File: config.mk
export PLATFORM = sky130hd
export DESIGN_NAME = alu_share_arb
export DESIGN_NICKNAME = d
export VERILOG_FILES = /design/src/rtl/alu_arb_pkg.sv /design/src/rtl/alu_arb_rr.sv /design/src/rtl/alu_share_arb.sv
export SDC_FILE = /design/constraint.sdc
export NUM_CORES = 1
export LEC_CHECK = 0
export BUFFER_PORTS_ARGS = -buffer_cell sky130_fd_sc_hd__buf_2
export CAP_MARGIN = 40
export CORE_ASPECT_RATIO = 1.1
export CORE_MARGIN = 2
export CORE_UTILIZATION = 35
export DETAILED_ROUTE_END_ITERATION = 10
export PLACE_DENSITY = 0.67
export SLEW_MARGIN = 0
export SYNTH_ARGS = -nofsm -noshare
export SYNTH_HDL_FRONTEND = slang
export SYNTH_SLANG_ARGS = --single-unit
File: constraint.sdc
create_clock -name clock -period 4.52 [get_ports clock]
set_clock_uncertainty 0.2 [all_clocks]
set_input_delay 0.678 -clock clock [delete_from_list [all_inputs] [get_ports clock]]
set_output_delay 0.678 -clock clock [all_outputs]
set_load 0.02 [all_outputs]
File: src/rtl/alu_arb_pkg.sv
// Shared types and constants for the two-client ALU arbiter/sequencer.
// State encoding, ALU control codes and the grant-counter width live here.
`timescale 1ns/1ps
package alu_arb_pkg;

  localparam int GRANT_CNT_W = 16;

  typedef enum logic [1:0] {
    IDLE = 2'd0,
    EXEC = 2'd1,
    RESP = 2'd2
  } state_e;

  // ALU control codes understood by the shared ALU; the arbiter passes them through.
  localparam logic [3:0] ALUC_ADD = 4'b0000;
  localparam logic [3:0] ALUC_SUB = 4'b0100;
  localparam logic [3:0] ALUC_AND = 4'b0001;
  localparam logic [3:0] ALUC_OR  = 4'b0101;
  localparam logic [3:0] ALUC_XOR = 4'b0010;
  localparam logic [3:0] ALUC_LUI = 4'b0110;
  localparam logic [3:0] ALUC_SLL = 4'b0011;
  localparam logic [3:0] ALUC_SRL = 4'b0111;
  localparam logic [3:0] ALUC_SRA = 4'b1111;

endpackage

File: src/rtl/alu_arb_rr.sv
// Combinational 2-way round-robin picker: ptr selects the favoured client
// when both request; a lone requester always wins.
`timescale 1ns/1ps
module alu_arb_rr (
  input  logic [1:0] valid,
  input  logic       ptr,
  output logic       pick,
  output logic       any
);

  always_comb begin
    any  = |valid;
    pick = (valid == 2'b11) ? ptr : valid[1];
  end

endmodule

File: src/rtl/alu_share_arb.sv
// Arbiter and sequencer for one shared combinational ALU serving two clients.
// Optional grant statistics are enabled with the ALU_ARB_STATS_EN macro.
//
// Handshakes: a request transfers on an edge where req_valid[i] && req_ready[i];
// a response transfers on an edge where resp_valid[i] && resp_ready[i]. Valid
// may be dropped before acceptance; ready never depends on the client's ready.
`timescale 1ns/1ps
module alu_share_arb
  import alu_arb_pkg::*;
#(
  parameter int DATA_W = 32,
  parameter int ALUC_W = 4
) (
  input  logic              clock,
  input  logic              resetn,
  input  logic [1:0]        req_valid,
  output logic [1:0]        req_ready,
  input  logic [DATA_W-1:0] req_a0,
  input  logic [DATA_W-1:0] req_b0,
  input  logic [DATA_W-1:0] req_a1,
  input  logic [DATA_W-1:0] req_b1,
  input  logic [ALUC_W-1:0] req_aluc0,
  input  logic [ALUC_W-1:0] req_aluc1,
  output logic [1:0]        resp_valid,
  input  logic [1:0]        resp_ready,
  output logic [DATA_W-1:0] resp_s,
  output logic              resp_z,
  output logic [DATA_W-1:0] alu_a,
  output logic [DATA_W-1:0] alu_b,
  output logic [ALUC_W-1:0] alu_aluc,
  input  logic [DATA_W-1:0] alu_s,
  input  logic              alu_z,
  output logic              busy,
  output logic [1:0]        dbg_state
`ifdef ALU_ARB_STATS_EN
  ,
  input  logic                   stats_clr,
  output logic [GRANT_CNT_W-1:0] grant_cnt0,
  output logic [GRANT_CNT_W-1:0] grant_cnt1
`endif
);

  state_e             state_q, state_d;
  logic               ptr_q, ptr_d;
  logic               gnt_q, gnt_d;
  logic [DATA_W-1:0]  a_q, a_d, b_q, b_d, s_q, s_d;
  logic [ALUC_W-1:0]  aluc_q, aluc_d;
  logic               z_q, z_d;
  logic               pick, any, accept;

  alu_arb_rr u_rr (
    .valid (req_valid),
    .ptr   (ptr_q),
    .pick  (pick),
    .any   (any)
  );

  always_comb begin
    state_d    = state_q;
    ptr_d      = ptr_q;
    gnt_d      = gnt_q;
    a_d        = a_q;
    b_d        = b_q;
    aluc_d     = aluc_q;
    s_d        = s_q;
    z_d        = z_q;
    req_ready  = '0;
    resp_valid = '0;
    accept     = 1'b0;
    case (state_q)
      IDLE: begin
        // Gating with resetn keeps req_ready low while reset is held.
        if (any && resetn) begin
          req_ready[pick] = 1'b1;
          accept          = 1'b1;
          gnt_d           = pick;
          a_d             = pick ? req_a1 : req_a0;
          b_d             = pick ? req_b1 : req_b0;
          aluc_d          = pick ? req_aluc1 : req_aluc0;
          state_d         = EXEC;
        end
      end
      EXEC: begin
        s_d     = alu_s;
        z_d     = alu_z;
        state_d = RESP;
      end
      RESP: begin
        resp_valid[gnt_q] = 1'b1;
        if (resp_ready[gnt_q]) begin
          ptr_d   = ~gnt_q;
          state_d = IDLE;
        end
      end
      default: state_d = IDLE;
    endcase
  end

  always_ff @(posedge clock or negedge resetn) begin
    if (!resetn) begin
      state_q <= IDLE;
      ptr_q   <= 1'b0;
      gnt_q   <= 1'b0;
      a_q     <= '0;
      b_q     <= '0;
      aluc_q  <= '0;
      s_q     <= '0;
      z_q     <= 1'b0;
    end else begin
      state_q <= state_d;
      ptr_q   <= ptr_d;
      gnt_q   <= gnt_d;
      a_q     <= a_d;
      b_q     <= b_d;
      aluc_q  <= aluc_d;
      s_q     <= s_d;
      z_q     <= z_d;
    end
  end

  assign alu_a     = a_q;
  assign alu_b     = b_q;
  assign alu_aluc  = aluc_q;
  assign resp_s    = s_q;
  assign resp_z    = z_q;
  assign busy      = (state_q != IDLE);
  assign dbg_state = state_q;

`ifdef ALU_ARB_STATS_EN
  logic [GRANT_CNT_W-1:0] cnt0_q, cnt1_q;

  // Clear wins over a same-cycle accept; counts saturate instead of wrapping.
  always_ff @(posedge clock or negedge resetn) begin
    if (!resetn) begin
      cnt0_q <= '0;
      cnt1_q <= '0;
    end else if (stats_clr) begin
      cnt0_q <= '0;
      cnt1_q <= '0;
    end else if (accept) begin
      if (!pick && (cnt0_q != '1)) cnt0_q <= cnt0_q + GRANT_CNT_W'(1);
      if (pick && (cnt1_q != '1))  cnt1_q <= cnt1_q + GRANT_CNT_W'(1);
    end
  end

  assign grant_cnt0 = cnt0_q;
  assign grant_cnt1 = cnt1_q;
`endif

endmodule

==> flow_metrics.tcl <==
set metrics [dict create \
    use_met1_pct 24.0 \
    drtPass1Iterations 5 \
    diodes 0 \
    reg2reg_depth 4 \
    finalMaxSlewViolations 0 \
    max_freq_mhz 352 \
    endpoint_kind "output port" \
    grt_util_met3_pct 3.45 \
    grt.busiest_layer "met2" \
    track_usage_pct 19.7 \
    die_height_um 125 \
    layout_commonest_cell "buf_2" \
    cts_tree "yes" \
    hold_buffers 0 \
    drive_above_1_share_pct 52.5 \
    mostFrequentLayoutCells "281 x buf_2, 105 x dfrtp_1, 69 x nand2_1" \
    status "complete, no violations" \
    path_max_fanout 7 \
    crit_start "dbg_state[0]$_DFFE_PN0P_" \
    required_ns 3.64 \
    p_per_area_nw_per_um2 689 \
    synth-simple-area-share_pct 15.3 \
    dp_hpwl_mm 10.3 \
    rows 44 \
    n_fill_cell 1228 \
    die_w_um 114 \
    timing.rr.end "alu_a[18]$_DFFE_PN0P_" \
    ioPinCount 283 \
    grt_pass1_wl_mm 22.4 \
    finalInstanceArea_um2 6470 \
    cts.sinks 105 \
    tns_ns 0 \
    antenna_found_initial 0 \
    r2r_start "dbg_state[0]$_DFFE_PN0P_" \
    worstMarginPinSlew_ns 0.800 \
    clk_latency_ns 0.34 \
    start_kind "flip-flop" \
    areaGrowthSynthToFinish_pct 39.6 \
    synth_top_family_by_area "compound AO/OA/AOI/OAI gates" \
    ctsResizeCount 0 \
    yosysSeqAreaShare_pct 56.7 \
    routed_wl_mm 14.3 \
    vias_per_cell 5.28 \
    cts_root_buf "clkbuf_16" \
    clkTransAtPathRegs_ns 0.07 \
    cap_violations 0 \
    synth_nets 583 \
    grt_pass1_vias 4471 \
    placed_cell_area_um2 6160 \
    drt_iter0_markers 271 \
    clk_path_buf_depth 2 \
    endpoint "req_ready[1]" \
    period_minus_slack_ns 2.84 \
    setup_viol 0 \
    synthMuxAreaShare_pct 8.02 \
    power_leakage_nw 3.28 \
    wire_per_inst_um 17.2 \
    synth_xor_xnor_area_share_pct 0 \
    multiInputGateArea_um2 1820 \
    post-cts-setup-buffer-count 0 \
    path_class "flip-flop to output port" \
    crit_arrival_ns 1.96 \
    avgSynthCellArea_um2 11.4 \
    worstHoldPathType "primary input to async pin" \
    slew_headroom_pct 46.6 \
    numCtsBuffers 9 \
    grt_overflow 0 \
    grt_max_degree 70 \
    synthAdderAreaFrac_pct 0 \
    hold_viol 0 \
    register_area_um2 2630 \
    num_vias 4398 \
    drcViolationCount 0 \
    period_share_pct 62.8 \
    die_area_um2 14200 \
    yosys_warnings 0 \
    nets 842 \
    synth_area_um2 4630 \
    coreArea_um2 13000 \
    cts_max_level 3 \
    port_buffers 282 \
    ir_worst_vdd_uv 279 \
    netlist_instances 408 \
    grt_use_met2_pct 34.6 \
    synth_compound_area_share_pct 15.5 \
    yosysUniqueCellTypes 22 \
    start_util_pct 35.5 \
    ant_nets 0 \
    ys_ff_latch 105 \
    rsz0062_at_grt "no" \
    gp_congestion 0.811 \
    r2r_slack_ns 2.13 \
]
Yosys cell counts:
library cell  count  area [µm²]
a221o_1          68         681
nor3_1           59         295
nor3_2            9        90.1
inv_1             4        15.0
dfrtp_1         105        2630
nor2_1            3        11.3
o21ai_1           1        5.00
nand2_1          69         259
buf_6             2        22.5
mux2_2           33         372
o21ai_0           3        15.0
buf_1             2        7.51
nor2b_1           1        6.26
a21oi_1           2        10.0
or3b_1            1        8.76
nor3b_1           2        15.0
or2_2             1        6.26
nand2b_1          2        12.5
buf_2            12        60.1
clkbuf_1         27         101
and3_1            1        6.26
a31oi_1           1        6.26
power breakdown:
part,switching [mW],internal [mW],leakage [nW],total (mW)
registers,0.281,1.39,1.27,1.67
clock network,0.353,0.438,0.145,0.791
logic,1.18,0.807,1.87,1.99
metrics by stage:
stage | power, mW | util [%] | hold WS (ns) | setup slack, ns | std cells
after floorplan | 2.91 | - | 0.182 | 1.70 | 408
after global placement | 3.62 | 47.0 | 0.283 | 1.73 | 816
final | 4.45 | 49.6 | 0.278 | 1.68 | 833
after global routing | 4.69 | 49.6 | 0.312 | 1.65 | 833
after detailed placement | 3.68 | 47.2 | 0.287 | 1.76 | 817
after CTS | 4.49 | 49.6 | 0.294 | 1.72 | 833
how the worst min path moves through the flow:
stage | from | to | slack [ns]
6_report | resetn | dbg_state[1]$_DFFE_PN0P_ | 0.28
5_1_grt | resp_s[2]$_DFFE_PN0N_ | resp_s[2]$_DFFE_PN0N_ | 0.31
4_1_cts | resetn | alu_b[29]$_DFFE_PN0P_ | 0.29
3_5_place_dp | resp_s[11]$_DFFE_PN0N_ | resp_s[11]$_DFFE_PN0N_ | 0.29
3_3_place_gp | resp_s[16]$_DFFE_PN0N_ | resp_s[16]$_DFFE_PN0N_ | 0.28
2_1_floorplan | resetn | alu_a[0]$_DFFE_PN0P_ | 0.18
cells by family after synthesis:
family,count (synthesis)
AO/OA/AOI/OAI,75
buffers and inverters,47
flip-flops,105
multiplexers,33
AND/OR/NAND/NOR,148
metal layers:
metal | vias to the layer above | share of wire (%)
met5 | - | 0
met4 | 0 | 2.1
met3 | 24 | 6.4
met2 | 211 | 51
met1 | 2126 | 40
li1 | 2037 | -
registers in the layout (all words and copies together) (netlist names):
register   count
resp_s        32
ptr_q          1
alu_a         32
alu_aluc       4
gnt_q          1
resp_z         1
alu_b         32
dbg_state      2
final cells by class:
cell class                 count  area share [%]
clock inverter                 6            1.16
inverter                       4           0.232
timing repair buffer         291            23.2
tap                          161            3.11
clock buffer                  10            3.54
sequential                   105            40.6
multi-input combinational    256            28.1
critical path: stages (launching register included):
cell and delay [ns]:
dfrtp_1 0.45, or3b_2 0.51, nor3b_1 0.41, buf_2 0.25
Power figures use the tool's default switching activity.
